File: config.mk
export PLATFORM = sky130hd
export DESIGN_NAME = spi_master_fifo
export DESIGN_NICKNAME = d
export VERILOG_FILES = /design/src/rtl/spi_master_fifo.sv
export SDC_FILE = /design/constraint.sdc
export NUM_CORES = 1
export LEC_CHECK = 0
export CORE_AREA = 3 3 96 98
export DETAILED_ROUTE_END_ITERATION = 10
export DIE_AREA = 0 0 99 101
export PLACE_DENSITY = 0.74
export SETUP_SLACK_MARGIN = 0.02
export SYNTH_ARGS = -nofsm -noshare
export SYNTH_HDL_FRONTEND = slang
export SYNTH_SLANG_ARGS = --single-unit
export TNS_END_PERCENT = 1
File: constraint.sdc
create_clock -name clk -period 2.6 [get_ports clk]
set_clock_uncertainty 0.2 [all_clocks]
set_input_delay 0.52 -clock clk [delete_from_list [all_inputs] [get_ports clk]]
set_output_delay 0.52 -clock clk [all_outputs]
set_load 0.02 [all_outputs]
File: src/rtl/spi_master_fifo.sv
// SPI master (modes 0-3) fed by a TX FIFO; bursts run while the FIFO holds words.
// Define SPI_MISO_CAPTURE_EN to capture MISO onto m_valid/m_data.
module spi_master_fifo #(
    parameter int DATA_W     = 8,
    parameter int FIFO_DEPTH = 8,
    parameter int CLK_DIV    = 2,
    parameter int NUM_CS     = 1
) (
    input  logic                          clk,
    input  logic                          rst_n,
    input  logic                          s_valid,
    input  logic [DATA_W-1:0]             s_data,
    output logic                          s_ready,
    input  logic                          start,
    input  logic [1:0]                    mode,
    input  logic [1:0]                    cs_sel,
    output logic                          spi_sclk,
    output logic                          spi_mosi,
    input  logic                          spi_miso,
    output logic [NUM_CS-1:0]             spi_cs_n,
    output logic                          m_valid,
    output logic [DATA_W-1:0]             m_data,
    output logic                          busy,
    output logic                          done,
    output logic [$clog2(FIFO_DEPTH):0]   fifo_count
);

    localparam int AW = $clog2(FIFO_DEPTH);
    localparam int DW = (CLK_DIV > 1) ? $clog2(CLK_DIV) : 1;
    localparam int EW = $clog2(2 * DATA_W);
    localparam logic [DW-1:0] DIV_LAST  = DW'(CLK_DIV - 1);
    localparam logic [EW-1:0] EDGE_LAST = EW'(2 * DATA_W - 1);
    localparam logic [EW-1:0] EDGE_PEN  = EW'(2 * DATA_W - 2);

    typedef enum logic [1:0] {IDLE, SETUP, SHIFT, HOLD} state_t;

    state_t            state;
    logic [DATA_W-1:0] mem [FIFO_DEPTH];
    logic [AW-1:0]     wr_ptr, rd_ptr;
    logic [AW:0]       count;
    logic [DATA_W-1:0] tx_sr, head;
    logic [DW-1:0]     div_cnt;
    logic [EW-1:0]     edge_cnt;
    logic              cpol, cpha;
    logic              full, push, pop, have, tick, lead, last;
    logic [NUM_CS-1:0] cs_mask;

    assign full       = count == (AW+1)'(FIFO_DEPTH);
    assign s_ready    = !full;
    assign push       = s_valid && !full;
    assign have       = count != '0;
    assign head       = mem[rd_ptr];
    assign fifo_count = count;
    assign tick       = div_cnt == DIV_LAST;
    assign lead       = !edge_cnt[0];
    assign last       = edge_cnt == EDGE_LAST;
    assign pop        = have && ((state == IDLE && start) ||
                                 (state == SHIFT && tick && last));

    // Out-of-range selects fall back to CS0.
    always_comb begin
        cs_mask = '0;
        for (int i = 0; i < NUM_CS; i++)
            if (int'(cs_sel) == i) cs_mask[i] = 1'b1;
        if (int'(cs_sel) >= NUM_CS) cs_mask[0] = 1'b1;
    end

    always_ff @(posedge clk) begin
        if (push) mem[wr_ptr] <= s_data;
    end

    always_ff @(posedge clk or negedge rst_n) begin
        if (!rst_n) begin
            wr_ptr <= '0;
            rd_ptr <= '0;
            count  <= '0;
        end else begin
            if (push) wr_ptr <= wr_ptr + AW'(1);
            if (pop)  rd_ptr <= rd_ptr + AW'(1);
            count <= count + {{AW{1'b0}}, push} - {{AW{1'b0}}, pop};
        end
    end

    always_ff @(posedge clk or negedge rst_n) begin
        if (!rst_n) begin
            state    <= IDLE;
            spi_cs_n <= '1;
            spi_sclk <= 1'b0;
            spi_mosi <= 1'b0;
            busy     <= 1'b0;
            done     <= 1'b0;
            cpol     <= 1'b0;
            cpha     <= 1'b0;
            tx_sr    <= '0;
            div_cnt  <= '0;
            edge_cnt <= '0;
        end else begin
            done <= 1'b0;
            unique case (state)
                IDLE: begin
                    spi_mosi <= 1'b0;
                    if (start && have) begin
                        cpol     <= mode[1];
                        cpha     <= mode[0];
                        spi_sclk <= mode[1];
                        spi_cs_n <= ~cs_mask;
                        busy     <= 1'b1;
                        div_cnt  <= '0;
                        edge_cnt <= '0;
                        tx_sr    <= mode[0] ? head : {head[DATA_W-2:0], 1'b0};
                        if (!mode[0]) spi_mosi <= head[DATA_W-1];
                        state    <= SETUP;
                    end
                end
                SETUP: begin
                    div_cnt <= tick ? '0 : div_cnt + DW'(1);
                    if (tick) state <= SHIFT;
                end
                SHIFT: begin
                    div_cnt <= tick ? '0 : div_cnt + DW'(1);
                    if (tick) begin
                        spi_sclk <= ~spi_sclk;
                        if ((lead && cpha) || (!lead && !cpha && !last)) begin
                            spi_mosi <= tx_sr[DATA_W-1];
                            tx_sr    <= tx_sr << 1;
                        end
                        if (last) begin
                            edge_cnt <= '0;
                            if (have) begin
                                tx_sr <= cpha ? head : {head[DATA_W-2:0], 1'b0};
                                if (!cpha) spi_mosi <= head[DATA_W-1];
                            end else begin
                                state <= HOLD;
                            end
                        end else begin
                            edge_cnt <= edge_cnt + EW'(1);
                        end
                    end
                end
                HOLD: begin
                    div_cnt <= tick ? '0 : div_cnt + DW'(1);
                    if (tick) begin
                        spi_cs_n <= '1;
                        spi_mosi <= 1'b0;
                        busy     <= 1'b0;
                        done     <= 1'b1;
                        state    <= IDLE;
                    end
                end
                default: state <= IDLE;
            endcase
        end
    end

`ifdef SPI_MISO_CAPTURE_EN
    logic [DATA_W-1:0] rx_sr, rx_next;
    logic              samp, fin;

    // Sample on the leading edge for CPHA=0, trailing edge for CPHA=1.
    assign rx_next = {rx_sr[DATA_W-2:0], spi_miso};
    assign samp    = state == SHIFT && tick && (lead != cpha);
    assign fin     = samp && (cpha ? last : edge_cnt == EDGE_PEN);

    always_ff @(posedge clk or negedge rst_n) begin
        if (!rst_n) begin
            rx_sr   <= '0;
            m_valid <= 1'b0;
            m_data  <= '0;
        end else begin
            m_valid <= fin;
            if (samp) rx_sr  <= rx_next;
            if (fin)  m_data <= rx_next;
        end
    end
`else
    logic unused_miso;
    assign unused_miso = spi_miso;
    assign m_valid     = 1'b0;
    assign m_data      = '0;
`endif

endmodule

==> results.md, run 1 <==
| Metric | Reported | Unit |
|:---|:---|:---|
| Run status | completed | - |
| Die boundary width | 99 | um |
| Root buffer cell | sky130_fd_sc_hd__clkbuf_8 | - |
| Max-Slew Margin vs Limit | 0.626 | - |
| Post-synthesis async set-or-reset flop share | 0.326 | - |
| Global-route wire length before repair | 13.9 | mm |
| Crit path required time | 2.65 | ns |
| Cell Count Post-Placement | 448 | - |
| Router iterations before antenna repair | 4 | - |
| Shortest clock period the worst path allows after layout | 2.49 | ns |
| CTS clk-pin slew, worst paths | 0.09 | ns |
| Worst IR drop on VDD | 0.485 | mV |
| Critical path cell sequence | inv_2, ha_1, or3b_4, nand3_2, o21ai_2, ha_1, inv_1, ha_2, fa_2, xor2_1 | - |
| Wirelength, routed | 8.26 | mm |
| Layout overhead on the synthesized area | 16.8 | % |
| Switching power total | 2060 | uW |
| Critical path type | flip-flop to flip-flop | - |
| Inserted Diodes | 0 | - |
| Post-layout nets | 383 | - |
| Initial standard-cell utilization of the core | 0.512 | - |
| Number of setup violations in the final report | 0 | - |
| Filler Cells Inserted | 654 | - |
| Worst slack after detailed placement | 0.0267 | ns |
| Layout cells sized above 1 | 0.253 | - |
| Period Utilization, post-route | 0.958 | - |
| Category of the worst setup path launch point | flip-flop | - |
| Kind of end point of the critical path | flip-flop | - |
| Hold WS | 0.300 | ns |
| CTS Hold Bufs | 0 | - |
| Global-route usage over all layers | 0.182 | - |
| Vias post-DR | 2660 | - |
| TritonCTS Buffers | 9 | - |
| Reported max-cap violation count | 0 | - |
| Port-buffer cells | 23 | - |
| Combined area of all synthesized cells | 4370 | um2 |
| Power density normalized to cell area | 1110 | nW/um2 |
| Internal power of the cells | 3590 | uW |
| Endpoint arrival time on the critical path | 2.55 | ns |
| Number of top-level pins | 36 | - |
| Clock share of power | 0.163 | - |
| Initial antenna violation count | 0 | - |
| Cell type of the slowest stage on the worst timing path | sky130_fd_sc_hd__dfrtp_2 | - |
| Number of warnings reported in the yosys synthesis log | 0 | - |
| Crit path launch | fifo_count[2] | - |
| Slowest stage delay, CP | 0.42 | ns |
| # DRC | 0 | - |
| Pin slew with the least headroom to its limit | 0.561 | ns |
| Cell variety after synth | 50 | - |
| Setup slack after layout | 0.108 | ns |
| Leakage Power | 0.00196 | uW |
| Die Outline Area | 10000 | um2 |
| Cells after Synth | 296 | - |
| Remaining number of nets flagged by the antenna check after routing | 0 | - |
| Clk sinks | 95 | - |
| Final RePlAce weighted congestion | 0.835 | - |
| Clock latency of the later-clocked register in the worst-skew pair | 0.37 | ns |
| Start point of the worst hold path | tx_sr[0] | - |
| Via count of the first global-routing pass | 2726 | - |
| Drt wl/cell | 17.8 | um |
| Number of buffers inserted by post-CTS setup repair | 0 | - |
| Floorplan Core Area | 8550 | um2 |
| Floorplan die height | 101 | um |
| Hold Violations, Final | 0 | - |
| Combinational Power Share | 0.428 | - |
| Top flip-flop cell by instance count after synthesis | sky130_fd_sc_hd__edfxtp_1 | - |
| Max Slew Vio Count | 0 | - |
| Final Non-Filler Cells | 464 | - |
| Clock tree from TritonCTS | yes | - |
| Number of flip-flops and latches in the synthesized netlist | 95 | - |
| Sequential Power Share | 0.408 | - |
| Fraction of the yosys area taken by sequential cells | 0.617 | - |
| Post-synth EDFFs | 64 | - |
| Total global routing overflow | 0 | - |
| Average footprint of a synthesized cell | 14.8 | um2 |
| Type of the worst min-delay path | flip-flop to flip-flop | - |
| Share of total power consumed by net switching | 0.365 | - |
| Number of standard-cell rows in the floorplan | 34 | - |
| Clock Tree Buf Depth | 2 | - |
| Total half-perimeter wirelength after legalization and detailed placement | 5.62 | mm |
| Unrepaired setup endpoints after global routing | yes | - |
| Crit path buf inv count | 2 | - |
| Drt via density | 5.73 | - |
| Maximum clock frequency | 401 | MHz |
| Delay-heaviest family, CP | adder cells | - |
| Origin of the critical flop-to-flop path | fifo_count[2] | - |
| H-tree depth | 3 | - |
| Number of DRC violations after detailed-routing iteration 0 | 163 | - |
| Largest net degree at the start of global routing | 32 | - |
| Worst Path Max Fanout | 3 | - |
| Library cell appearing most often on the critical path | sky130_fd_sc_hd__ha_1 | - |
cell families after synthesis:
kind of cell | synth area share
AND/OR/NAND/NOR | 0.0655
buffers and inverters | 0.0386
XOR/XNOR | 0.0120
adder cells (fa/ha/maj) | 0.0446
multiplexers | 0.134
flip-flops | 0.617
other | 0.000857
AO/OA/AOI/OAI | 0.0872
synthesized netlist by cell type (all sizes together) (6+ instances only):
| cell | number | area [um2] |
|---|---|---|
| mux2 | 14 | 158 |
| nand2 | 23 | 86.3 |
| o21ai | 9 | 45.0 |
| inv | 13 | 48.8 |
| nor3 | 7 | 35.0 |
| dfrtp | 30 | 751 |
| edfxtp | 64 | 1920 |
| ha | 14 | 175 |
| mux4 | 16 | 379 |
| nor2 | 17 | 63.8 |
| buf | 14 | 105 |
| a221o | 6 | 60.1 |
metal layers:
layer	vias to the layer above	track usage	share of wire	wire, um
li1	1241	-	-	-
met1	1347	0.236	0.44	3620
met3	12	0.0388	0.043	354
met2	60	0.300	0.50	4150
met5	-	0	0	0
met4	0	0.0735	0.017	138
layout make-up:
| cell class | instances | area [um2] | share of cell area |
|---|---|---|---|
| Clock inverter | 7 | 62.6 | 0.0122 |
| Tap cell | 108 | 135 | 0.0265 |
| Clock buffer | 9 | 124 | 0.0243 |
| Multi-Input combinational cell | 178 | 1570 | 0.308 |
| Timing Repair Buffer | 54 | 463 | 0.0906 |
| Inverter | 13 | 48.8 | 0.00955 |
| Sequential cell | 95 | 2700 | 0.529 |
per-stage QoR:
step	TNS [ns]	cell area, um2	total power (uW)	util
6_report	0	5110	5650	0.597
5_1_grt	-0.000635	5110	6040	0.597
4_1_cts	0	5090	5670	0.596
3_5_place_dp	0	4910	4730	0.574
3_3_place_gp	0	4910	4630	0.574
2_1_floorplan	0	4430	3920	-
flip-flops by register name, summed over array words and instances, names as in the netlist, 2 cells and up:
register	cells
mem	64
fifo_count	4
tx_sr	8
rd_ptr	3
edge_cnt	4
state	2
wr_ptr	3
what timing repair did:
item,in CTS,in global routing
endpoints found under the setup margin,2,9
gates resized for setup,1,4
pin swaps,0,2
final timing paths:
| check | slack (ns) | cells past startpoint | to |
|---|---|---|---|
| worst max-delay path | 0.11 | 10 | fifo_count[2] |
| worst min-delay path | 0.30 | 1 | tx_sr[0] |
| worst max register to register | 0.11 | 10 | fifo_count[2] |
| worst min register to register | 0.30 | 1 | tx_sr[0] |
| max in group asynchronous | 1.54 | 2 | fifo_count[3] |
| min in group asynchronous | 0.34 | 2 | done |
placed cells by master (no fill, tap or decap), types with 4 or more instances in the layout:
cell type and instances:
sky130_fd_sc_hd__nor2_1 17, sky130_fd_sc_hd__nand2_1 22, sky130_fd_sc_hd__a21oi_1 4, sky130_fd_sc_hd__a22oi_1 4, sky130_fd_sc_hd__a22o_1 4, sky130_fd_sc_hd__inv_1 10
sky130_fd_sc_hd__ha_1 13, sky130_fd_sc_hd__edfxtp_1 64, sky130_fd_sc_hd__buf_4 31, sky130_fd_sc_hd__mux4_1 5, sky130_fd_sc_hd__clkdlybuf4s50_1 23, sky130_fd_sc_hd__a221o_1 6
sky130_fd_sc_hd__dfrtp_1 27, sky130_fd_sc_hd__mux4_2 11, sky130_fd_sc_hd__o21ai_0 5, sky130_fd_sc_hd__nand3_1 4, sky130_fd_sc_hd__clkbuf_8 9, sky130_fd_sc_hd__nor3_1 7
sky130_fd_sc_hd__mux2_2 14, sky130_fd_sc_hd__mux2i_1 5, sky130_fd_sc_hd__conb_1 9
power groups by stage:
stage          Sequential, uW  Clock [uW]  Combinational, uW
4_1_cts                  2310         954               2400
3_5_place_dp             2340           0               2390
2_1_floorplan            2260           0               1650
3_3_place_gp             2320           0               2310
6_report                 2310         923               2420
5_1_grt                  2360        1010               2670
Note: power is estimated with default switching activity, not from simulation.
==> run 2, diff against run 1 <==
- CORE_AREA: 3 3 96 98 -> 3 3 92 94
- DIE_AREA: 0 0 99 101 -> 0 0 95 97
- DONT_BUFFER_PORTS: default -> 1
- TNS_END_PERCENT: 1 -> 5
==> run 2 against run 1 <==
  * Worst setup slack worse by 0.0060 ns
  * Routed wire length is 3.9% lower
  * Non-clock buffer count is 22 lower
  * Fmax is 0.24% lower
  * Register-to-register slack hardly changed
  * Flip-flop and latch count stayed put
  * Hold slack worse by 0.25 ns
  * Sequential power hardly changed
  * Final cell count is 6.0% lower
  * Final area is 3.7% lower
  * Sequential share of layout area is 2.1 points higher
  * Global-route usage is 0.89 points higher
  * Critical endpoint unchanged
==> results.md, run 2 (same netlist as run 1, synthesis figures left out) <==
| Metric | Reported | Unit | Change |
|:---|:---|:---|:---|
| Run status | completed | - |  |
| Crit path buf inv count | 2 | - | unchanged |
| Grt peak-use layer | met2 | - |  |
| Global-route usage over all layers | 0.191 | - | +0.00894 |
| Layout cells sized above 1 | 0.269 | - | +0.0167 |
| Internal power of the cells | 3570 | uW | -0.59% |
| Pin slew with the least headroom to its limit | 0.519 | ns | -0.0421 ns |
| Die boundary width | 95 | um | -4.0% |
| Slowest stage delay, CP | 0.42 | ns | about the same |
| Worst IR drop on VDD | 0.525 | mV | +8.3% |
| Global-route wire length before repair | 13.2 | mm | -4.5% |
| Kind of end point of the critical path | flip-flop | - |  |
| Post-layout util | 0.636 | - | +0.0389 |
| Category of the worst setup path launch point | flip-flop | - |  |
| Hold Violations, Final | 0 | - | unchanged |
| Period Utilization, post-route | 0.961 | - | +0.00230 |
| Switching power total | 1960 | uW | -4.7% |
| Critical path cell sequence | inv_2, ha_1, or3b_4, nand3_4, o21ai_2, ha_1, inv_1, ha_2, fa_2, xor2_1 | - |  |
| Clock Tree Buf Depth | 2 | - | unchanged |
| Shortest clock period the worst path allows after layout | 2.50 | ns | +0.00599 ns |
| Inserted Diodes | 0 | - | unchanged |
| Setup slack after layout | 0.102 | ns | -0.00599 ns |
| Remaining number of nets flagged by the antenna check after routing | 0 | - | unchanged |
| Number of top-level pins | 36 | - | unchanged |
| Drt via density | 5.83 | - | +1.7% |
| Commonest non-fill, non-tap cell in the layout | sky130_fd_sc_hd__edfxtp_1 | - |  |
| Met2 global-route usage | 0.315 | - | +0.0150 |
| Largest net degree at the start of global routing | 32 | - | unchanged |
| Setup TNS Final | 0 | ns | unchanged |
| Total half-perimeter wirelength after legalization and detailed placement | 5.42 | mm | -3.5% |
| Wirelength, routed | 7.94 | mm | -3.9% |
| Cell Count Post-Placement | 418 | - | -6.7% |
| Routing usage on met1 | 0.249 | - | +0.0128 |
| Root buffer cell | sky130_fd_sc_hd__clkbuf_8 | - |  |
| Combinational Power Share | 0.397 | - | -0.031 |
| Delay-heaviest family, CP | adder cells | - |  |
| Power density normalized to cell area | 1130 | nW/um2 | +1.7% |
| Maximum clock frequency | 400 | MHz | -0.24% |
| TritonCTS Buffers | 9 | - | unchanged |
| Critical path type | flip-flop to flip-flop | - |  |
| Number of DRC violations after detailed-routing iteration 0 | 114 | - | -30% |
| Cell type of the slowest stage on the worst timing path | sky130_fd_sc_hd__dfrtp_2 | - |  |
| Initial antenna violation count | 0 | - | unchanged |
| Floorplan Core Area | 7730 | um2 | -9.6% |
| Worst Path Max Fanout | 3 | - | unchanged |
| Clock share of power | 0.181 | - | +0.018 |
| CTS clk-pin slew, worst paths | 0.10 | ns | about the same |
| Final Non-Filler Cells | 436 | - | -6.0% |
| Number of buffers inserted by post-CTS setup repair | 0 | - | unchanged |
| Via count of the first global-routing pass | 2635 | - | -3.3% |
| Number of standard-cell rows in the floorplan | 32 | - | -5.9% |
| Sequential Power Share | 0.422 | - | +0.014 |
| Port-buffer cells | 0 | - | -100% |
| Largest registers in the final layout | mem x64, tx_sr x8 | - |  |
| Final RePlAce weighted congestion | 0.794 | - | -5.0% |
| Library cell appearing most often on the critical path | sky130_fd_sc_hd__ha_1 | - |  |
| Initial standard-cell utilization of the core | 0.566 | - | +0.0545 |
| Met3 track demand over resource in global routing | 0.0412 | - | +0.00246 |
| Unrepaired setup endpoints after global routing | no | - |  |
| Share of total power consumed by net switching | 0.355 | - | -0.00978 |
| Post-layout nets | 361 | - | -5.7% |
| Total global routing overflow | 0 | - | unchanged |
| Largest register FFs | 64 | - | unchanged |
| Sum of internal, switching and leakage power | 5530 | uW | -2.1% |
| Router iterations before antenna repair | 4 | - | unchanged |
| # DRC | 0 | - | unchanged |
| Endpoint arrival time on the critical path | 2.54 | ns | about the same |
| Max Slew Vio Count | 0 | - | unchanged |
| Most frequent cells in the layout | 64 x sky130_fd_sc_hd__edfxtp_1, 30 x sky130_fd_sc_hd__buf_4, 27 x sky130_fd_sc_hd__dfrtp_1, 22 x sky130_fd_sc_hd__nand2_1, 17 x sky130_fd_sc_hd__nor2_1 | - |  |
| Floorplan die height | 97 | um | -4.0% |
| H-tree depth | 3 | - | unchanged |
| Clk sinks | 95 | - | unchanged |
| Max-Slew Margin vs Limit | 0.654 | - | +0.0281 |
| Largest Register | mem | - |  |
| Die Outline Area | 9220 | um2 | -7.8% |
| Vias post-DR | 2542 | - | -4.4% |
| Worst slack after detailed placement | 0.0274 | ns | +0.000731 ns |
| Leakage Power | 0.00189 | uW | -3.8% |
| Clock tree from TritonCTS | yes | - |  |
| Drt wl/cell | 18.2 | um | +2.3% |
| Crit path required time | 2.64 | ns | about the same |
| Clock latency of the later-clocked register in the worst-skew pair | 0.35 | ns | -0.02 ns |
| Number of setup violations in the final report | 0 | - | unchanged |
| Type of the worst min-delay path | primary input to flip-flop | - |  |
| Reported max-cap violation count | 0 | - | unchanged |
| Layout overhead on the synthesized area | 12.4 | % |  |
run 2: cell types whose count changed in the layout (fill, tap and decap cells not counted), sizes merged:
| cell | delta |
|---|---|
| clkinv | -2 |
| dlygate4sd3 | +1 |
| bufinv | +1 |
| clkinvlp | +1 |
| clkdlybuf4s50 | -23 |
run 2: worst paths after layout:
check	from	to	slack, ns	depth (start not counted)
max in group asynchronous	rst_n	spi_cs_n	1.55	2
worst max register to register	fifo_count[2]	fifo_count[2]	0.10	10
min in group asynchronous	rst_n	wr_ptr[1]	0.41	2
worst min-delay path	s_data[1]	mem[0][1]	0.05	0
worst max-delay path	fifo_count[2]	fifo_count[2]	0.10	10
worst min register to register	tx_sr[0]	tx_sr[0]	0.32	1
run 2: area by class of cell:
class	instances	area (um2)
inverter	13	48.8
multi-input combinational	178	1570
fill	556	2810
clock buffer	9	124
sequential	95	2700
timing repair buffer	32	255
clock inverter	7	86.3
tap	102	128
run 2: stage by stage:
step | instance area, um2 | hold WS [ns]
after detailed placement | 4660 | 0.0253
after global routing | 4920 | 0.0226
final | 4920 | 0.0538
after global placement | 4660 | 0.0254
after floorplan | 4430 | 0.0244
after CTS | 4900 | 0.0403
run 2: repair_timing:
item,4_1_cts,5_1_grt
cloned,0,0
hold buffers,2,0
gates resized for setup,1,4
endpoints found under the setup margin,1,11
pin swaps,0,1
hold endpoints to repair,31,0
run 2: worst register-to-register path: cells and delay by family (launching register included):
family	cells	cell delay (ns)
simple gates	2	0.51
compound gates	1	0.07
xor+xnor	1	0.15
flops	1	0.42
fa+ha+maj	4	0.93
buf+inv	2	0.11
run 2: routing by layer:
metal  part of all wire  vias up
li1                   -     1189
met1               0.44     1289
met2               0.51       58
met3              0.043        6
met4              0.011        0
met5                  0        -
run 2: power by group through the flow:
stage | combinational (uW) | sequential, uW | clock [uW]
after detailed placement | 2170 | 2370 | 0
after global routing | 2430 | 2400 | 1100
after global placement | 2120 | 2360 | 0
after floorplan | 1650 | 2260 | 0
after CTS | 2210 | 2340 | 1030
final | 2200 | 2340 | 1000
